**src/rtl/sys_rst_seq.sv**
```systemverilog
// Board-level reset sequencer: pulses the PLL reset, qualifies lock, then releases
// CH_NUM active-low domain resets in staggered order, re-sequencing on lock loss.
module sys_rst_seq #(
    parameter int U_DLY        = 1,
    parameter int CH_NUM       = 4,
    parameter int CNT_W        = 32,
    parameter int PLL_RST_DLY  = 100,
    parameter int PLL_RST_LEN  = 1000,
    parameter int LOCK_TIMEOUT = 6250000,
    parameter int LOCK_STABLE  = 6250000,
    parameter int STAGE_GAP    = 1000,
    parameter int LOCK_FILT    = 8
) (
    input  logic              clk_sys,
    input  logic              rst,
    input  logic              pll_locked,
    input  logic              soft_rst_en,
    output logic              rst_pll,
    output logic [CH_NUM-1:0] rst_out_n,
    output logic              seq_done,
    output logic [7:0]        lock_lost_cnt,
    output logic [2:0]        seq_state
);

    typedef enum logic [2:0] {
        IDLE      = 3'd0,
        PLL_RST   = 3'd1,
        WAIT_LOCK = 3'd2,
        STABLE    = 3'd3,
        RELEASE   = 3'd4,
        RUN       = 3'd5
    } state_t;

    // Limits are compared with >= against holding counters, so the last count
    // before a transition is LIMIT-1 for the length-type timers.
    localparam logic [CNT_W-1:0] DLY_LIM  = CNT_W'(PLL_RST_DLY);
    localparam logic [CNT_W-1:0] LEN_LIM  = CNT_W'(PLL_RST_LEN - 1);
    localparam logic [CNT_W-1:0] TMO_LIM  = CNT_W'(LOCK_TIMEOUT - 1);
    localparam logic [CNT_W-1:0] STB_LIM  = CNT_W'(LOCK_STABLE - 1);
    localparam logic [CNT_W-1:0] FILT_LIM = CNT_W'(LOCK_FILT);

    if (CH_NUM < 1 || CH_NUM > 16) begin : g_bad_ch_num
        $error("sys_rst_seq: CH_NUM must be 1..16");
    end
    if (U_DLY < 0) begin : g_bad_u_dly
        $error("sys_rst_seq: U_DLY must be non-negative");
    end

    function automatic logic [CNT_W-1:0] sat_inc(input logic [CNT_W-1:0] v);
        return (&v) ? v : v + 1'b1;
    endfunction

    function automatic logic [7:0] sat_inc8(input logic [7:0] v);
        return (&v) ? v : v + 8'd1;
    endfunction

    function automatic logic [CNT_W-1:0] stage_at(input int k);
        return CNT_W'(k * STAGE_GAP);
    endfunction

    state_t             state;
    state_t             state_nx;
    logic [CNT_W-1:0]   cnt;
    logic [CNT_W-1:0]   cnt_nx;
    logic [CNT_W-1:0]   filt;
    logic [CNT_W-1:0]   filt_nx;
    logic [CNT_W-1:0]   filt_inc;
    logic [CH_NUM-1:0]  rstn_nx;
    logic [7:0]         llc_nx;
    logic               lock_meta;
    logic               lock_s;
    logic               lock_loss;

    // Stage 0: two-flop synchroniser for the asynchronous PLL lock
    always_ff @(posedge clk_sys or posedge rst) begin
        if (rst) begin
            lock_meta <= 1'b0;
            lock_s    <= 1'b0;
        end else begin
            lock_meta <= pll_locked;
            lock_s    <= lock_meta;
        end
    end

    assign filt_inc  = lock_s ? '0 : sat_inc(filt);
    assign lock_loss = !lock_s && (filt_inc >= FILT_LIM);

    always_comb begin
        state_nx = state;
        cnt_nx   = cnt;
        filt_nx  = '0;
        rstn_nx  = rst_out_n;
        llc_nx   = lock_lost_cnt;
        case (state)
            IDLE: begin
                rstn_nx = '0;
                if (cnt >= DLY_LIM) begin
                    state_nx = PLL_RST;
                    cnt_nx   = '0;
                end else begin
                    cnt_nx = sat_inc(cnt);
                end
            end
            PLL_RST: begin
                rstn_nx = '0;
                if (cnt >= LEN_LIM) begin
                    state_nx = WAIT_LOCK;
                    cnt_nx   = '0;
                end else begin
                    cnt_nx = sat_inc(cnt);
                end
            end
            WAIT_LOCK: begin
                rstn_nx = '0;
                if (lock_s) begin
                    state_nx = STABLE;
                    cnt_nx   = '0;
                end else if (cnt >= TMO_LIM) begin
                    state_nx = PLL_RST;
                    cnt_nx   = '0;
                end else begin
                    cnt_nx = sat_inc(cnt);
                end
            end
            STABLE: begin
                rstn_nx = '0;
                if (soft_rst_en || !lock_s) begin
                    cnt_nx = '0;
                end else if (cnt >= STB_LIM) begin
                    state_nx = RELEASE;
                    cnt_nx   = '0;
                    rstn_nx  = CH_NUM'(1);
                end else begin
                    cnt_nx = sat_inc(cnt);
                end
            end
            RELEASE, RUN: begin
                // Lock loss outranks a coincident soft reset request
                if (lock_loss) begin
                    state_nx = PLL_RST;
                    cnt_nx   = '0;
                    rstn_nx  = '0;
                    llc_nx   = sat_inc8(lock_lost_cnt);
                end else if (soft_rst_en) begin
                    state_nx = STABLE;
                    cnt_nx   = '0;
                    rstn_nx  = '0;
                end else begin
                    filt_nx = filt_inc;
                    if (state == RELEASE) begin
                        cnt_nx = sat_inc(cnt);
                        for (int k = 1; k < CH_NUM; k++) begin
                            if (cnt_nx >= stage_at(k)) rstn_nx[k] = 1'b1;
                        end
                        if (&rstn_nx) state_nx = RUN;
                    end
                end
            end
            default: begin
                state_nx = IDLE;
                cnt_nx   = '0;
                rstn_nx  = '0;
            end
        endcase
    end

    // Stage 1: state, timers and registered outputs
    always_ff @(posedge clk_sys or posedge rst) begin
        if (rst) begin
            state         <= IDLE;
            cnt           <= '0;
            filt          <= '0;
            rst_pll       <= 1'b0;
            rst_out_n     <= '0;
            seq_done      <= 1'b0;
            lock_lost_cnt <= 8'd0;
        end else begin
            state         <= state_nx;
            cnt           <= cnt_nx;
            filt          <= filt_nx;
            rst_pll       <= (state_nx == PLL_RST);
            rst_out_n     <= rstn_nx;
            seq_done      <= (state_nx == RUN);
            lock_lost_cnt <= llc_nx;
        end
    end

    assign seq_state = state;

endmodule

```
**config.mk**
```make
export PLATFORM = sky130hd
export DESIGN_NAME = sys_rst_seq
export DESIGN_NICKNAME = d
export VERILOG_FILES = /design/src/rtl/sys_rst_seq.sv
export SDC_FILE = /design/constraint.sdc
export NUM_CORES = 1
export LEC_CHECK = 0
export BUFFER_PORTS_ARGS = -buffer_cell sky130_fd_sc_hd__clkbuf_2
export CAP_MARGIN = 20
export CORE_MARGIN = 4
export CORE_UTILIZATION = 26
export DETAILED_ROUTE_END_ITERATION = 10
export GPL_ROUTABILITY_DRIVEN = 0
export HOLD_SLACK_MARGIN = 0.15
export MAX_ROUTING_LAYER = met4
export PLACE_DENSITY = 0.39
export REMOVE_ABC_BUFFERS = 1
export SLEW_MARGIN = 20
export SYNTH_ARGS = -nofsm -noshare
export SYNTH_HDL_FRONTEND = slang
export SYNTH_SLANG_ARGS = --single-unit
```
**constraint.sdc**
```tcl
create_clock -name clk_sys -period 3.9 [get_ports clk_sys]
set_input_delay 0.585 -clock clk_sys [delete_from_list [all_inputs] [get_ports clk_sys]]
set_output_delay 0.585 -clock clk_sys [all_outputs]
set_load 0.1 [all_outputs]
```
==> flow_summary.json <==
{
  "rsz0062_at_grt": "false",
  "synth_edf_count": 0,
  "diodes": 0,
  "worst-slew-pin-transition_ns": 0.755,
  "crit_path_end_kind": "flop",
  "ys_async_sr_fraction": 1.00,
  "ir_worst_vdd_v": 0.000173,
  "grt_pass1_wl_um": 28800,
  "antenna_found_initial": 0,
  "finalSetupTns_ns": 0,
  "r2r-start": "cnt[0]$_DFFE_PP0P_",
  "synth_warnings": 0,
  "power_frac_clock": 0.460,
  "layout_min_cycle_time_ns": 3.70,
  "syn_area_per_cell_um2": 8.47,
  "cts_tree": "yes",
  "area_growth_pct": 16.3,
  "setup_violations": 0,
  "ys.flop_type": "dfrtp_1",
  "drv_cap": 0,
  "finClkSkew_ns": 0.00933,
  "outcome": "completed",
  "pwr-share-seq": 0.480,
  "finalCritPeriodShare": 0.949,
  "via_count": 5298,
  "p_switching_mw": 0.495,
  "core_area_um2": 20400,
  "drc": 0,
  "wl_per_cell_um": 18.4,
  "drt_wl_total_um": 17800,
  "track_usage": 0.158,
  "crit_start": "cnt[0]$_DFFE_PP0P_",
  "dp_hpwl_um": 13500,
  "grt_max_degree": 43,
  "crit_family": "simple AND/OR/NAND/NOR gates",
  "clockRootBuffer": "clkbuf_16",
  "nets": 699,
  "syn_area_um2": 5440,
  "synth_top_area_cell": "dfrtp_1",
  "multi_input_area_um2": 3210,
  "cts_buffers": 9,
  "max_freq_ghz": 0.270,
  "fp-row-count": 52,
  "ys_seq_elements": 83,
  "drive_above_1_share": 0.114,
  "p_sw_frac": 0.256,
  "start_util": 0.266,
  "slew_viol_final": 0,
  "finalHoldViolations": 0,
  "synth_top_area_frac": 0.382,
  "h-tree-depth": 3,
  "avgViaCountPerCell": 5.48,
  "hp-class": "input port to async pin",
  "clock_latency_ns": 0.35,
  "seqCellArea_um2": 2080,
  "seq_area_frac_synth": 0.382,
  "netlist_instances": 642,
  "cp_num_buf_inv": 0,
  "synthTopCellsByArea": "dfrtp_1, nand3_1, nand2_1",
  "powerDensity_nw_per_um2": 306,
  "p_leak_nw": 2.50,
  "globalRouteOverflowTotal": 0,
  "startpoint_type": "flop",
  "die_h_um": 153,
  "arrival_ns": 3.92,
  "drtPass1Iterations": 7,
  "worstPathRequired_ns": 4.12,
  "total_power_mw": 1.94,
  "cp_max_fo": 8,
  "critPathSlowestCell": "nor4b_2",
  "slew_headroom": 0.496,
  "synth_cell_types": 71,
  "path_cells": "ha_1 > and4_1 > and4_1 > and4_1 > o31a_1 > or4_1 > nor4_1 > nor4b_2 > a21o_1 > o21ai_1 > nor3b_1",
  "critPathKind": "flop to flop",
  "io_buffers": 20,
  "io_pins": 21,
  "path_clk_slew_ns": 0.07,
  "power_frac_comb": 0.060,
  "clockBufferDepth": 2,
  "die_w_um": 153,
  "fillers": 2212,
  "cp_slowest_stage_delay_ns": 0.54,
  "cts_sinks": 83,
  "first_global_vias": 5157,
  "dieArea_um2": 23300,
  "dr.first_iter.drc_count": 454,
  "cpMostUsedCell": "and4_1",
  "ant_nets": 0,
  "internal-power_mw": 1.44
}
## per-stage QoR
stage | instance area, um^2 | setup slack [ns] | util | cells | hold WS (ns)
final | 6320 | 0.201 | 0.310 | 966 | 0.160
after global routing | 6320 | 0.0104 | 0.310 | 966 | 0.182
after CTS | 6320 | 0.216 | 0.310 | 966 | 0.162
after detailed placement | 6020 | 0.247 | 0.295 | 950 | 0.338
after global placement | 6020 | 0.168 | 0.295 | 950 | 0.334
after floorplan | 5380 | 0.315 | - | 635 | 0.331
## placed cells by master (no fill, tap or decap), drive strengths merged, types with 25 or more instances in the layout
cell type	netlist	final
a21oi	32	32
buf	17	25
clkbuf	18	31
conb	1	29
dfrtp	83	83
nand2	53	53
nand3	48	48
nand4	27	27
nor2	52	52
nor3	30	30
o21ai	28	28
## Yosys cell counts (5+ instances only)
library cell	number
xor2_1	11
nor2_1	52
nor3_1	30
mux2i_1	9
and4_1	9
o31ai_1	11
and3_1	13
nand2_1	53
nand4_1	26
buf_2	12
a211oi_1	5
or3_1	10
o21ai_0	26
a31oi_1	20
o22ai_1	6
nor4_1	22
and2_1	9
inv_1	24
a21oi_1	31
nand3_1	47
clkbuf_1	18
nor3b_1	7
xnor2_1	16
dfrtp_1	83
or4_1	5
## logic make-up (layout without fill, tap and decap cells)
kind of cell,Yosys count,after routing,synth area share
and+or+nand+nor,303,303,0.301
AOI/OAI and AO/OA,153,153,0.196
DFF,83,83,0.382
buffers and inverters,60,86,0.0476
xor gates and xnor gates,27,27,0.0435
muxes,11,11,0.0207
adders and majority gates,4,4,0.00920
other,1,29,0.000689
## worst reg2reg max path: cells and delay by family (launching register included)
kind / cells / cell delay, ns
AO/OA/AOI/OAI: 3 / 0.64
adder cells (fa/ha/maj): 1 / 0.28
flip-flops: 1 / 0.41
AND/OR/NAND/NOR: 7 / 2.25
## metal layers
metal,share of wire,global-route usage,vias to the layer above,wire length (um)
li1,-,-,2512,-
met1,0.43,0.195,2567,7700
met2,0.50,0.262,177,8840
met3,0.041,0.0247,42,729
met4,0.028,0.0615,0,502
met5,0,-,-,0
## flip-flops by register name, summed over array words and instances, names as in the netlist
name / count
lock_s: 1
rst_out_n: 4
cnt: 32
seq_state: 3
lock_meta: 1
seq_done: 1
filt: 32
lock_lost_cnt: 8
rst_pll: 1
## final timing paths
check / end / slack, ns / cells past startpoint
max in group asynchronous: cnt[14]$_DFFE_PP0P_ / 2.88 / 3
min: cnt[20]$_DFFE_PP0P_ / 0.16 / 2
min reg2reg: lock_s$_DFF_PP0_ / 0.35 / 0
max reg2reg: rst_pll$_DFF_PP0_ / 0.20 / 11
min in group clk_sys: lock_meta$_DFF_PP0_ / 0.34 / 1
max: rst_pll$_DFF_PP0_ / 0.20 / 11
## area by class of cell
type	count	area share
well taps	270	0.0534
multi-input cells	527	0.507
repair buffers	45	0.0475
inverters	25	0.0150
flip-flops and latches	83	0.328
clock inverters	5	0.00989
clock buffers	11	0.0384
## power by group through the flow
| stage | Combinational [mW] | Clock [mW] | Sequential [mW] |
|---|---|---|---|
| after floorplan | 0.0772 | 0 | 0.940 |
| after global placement | 0.119 | 0 | 0.944 |
| after detailed placement | 0.119 | 0 | 0.945 |
| after CTS | 0.120 | 0.926 | 0.928 |
| after global routing | 0.135 | 0.964 | 0.934 |
| final | 0.117 | 0.890 | 0.928 |
## what timing repair did
item	4_1_cts	5_1_grt
resized for setup	0	1
hold buffers	0	0
endpoints found under the setup margin	0	1
setup buffers	0	0
Note: power is estimated with default switching activity, not from simulation.
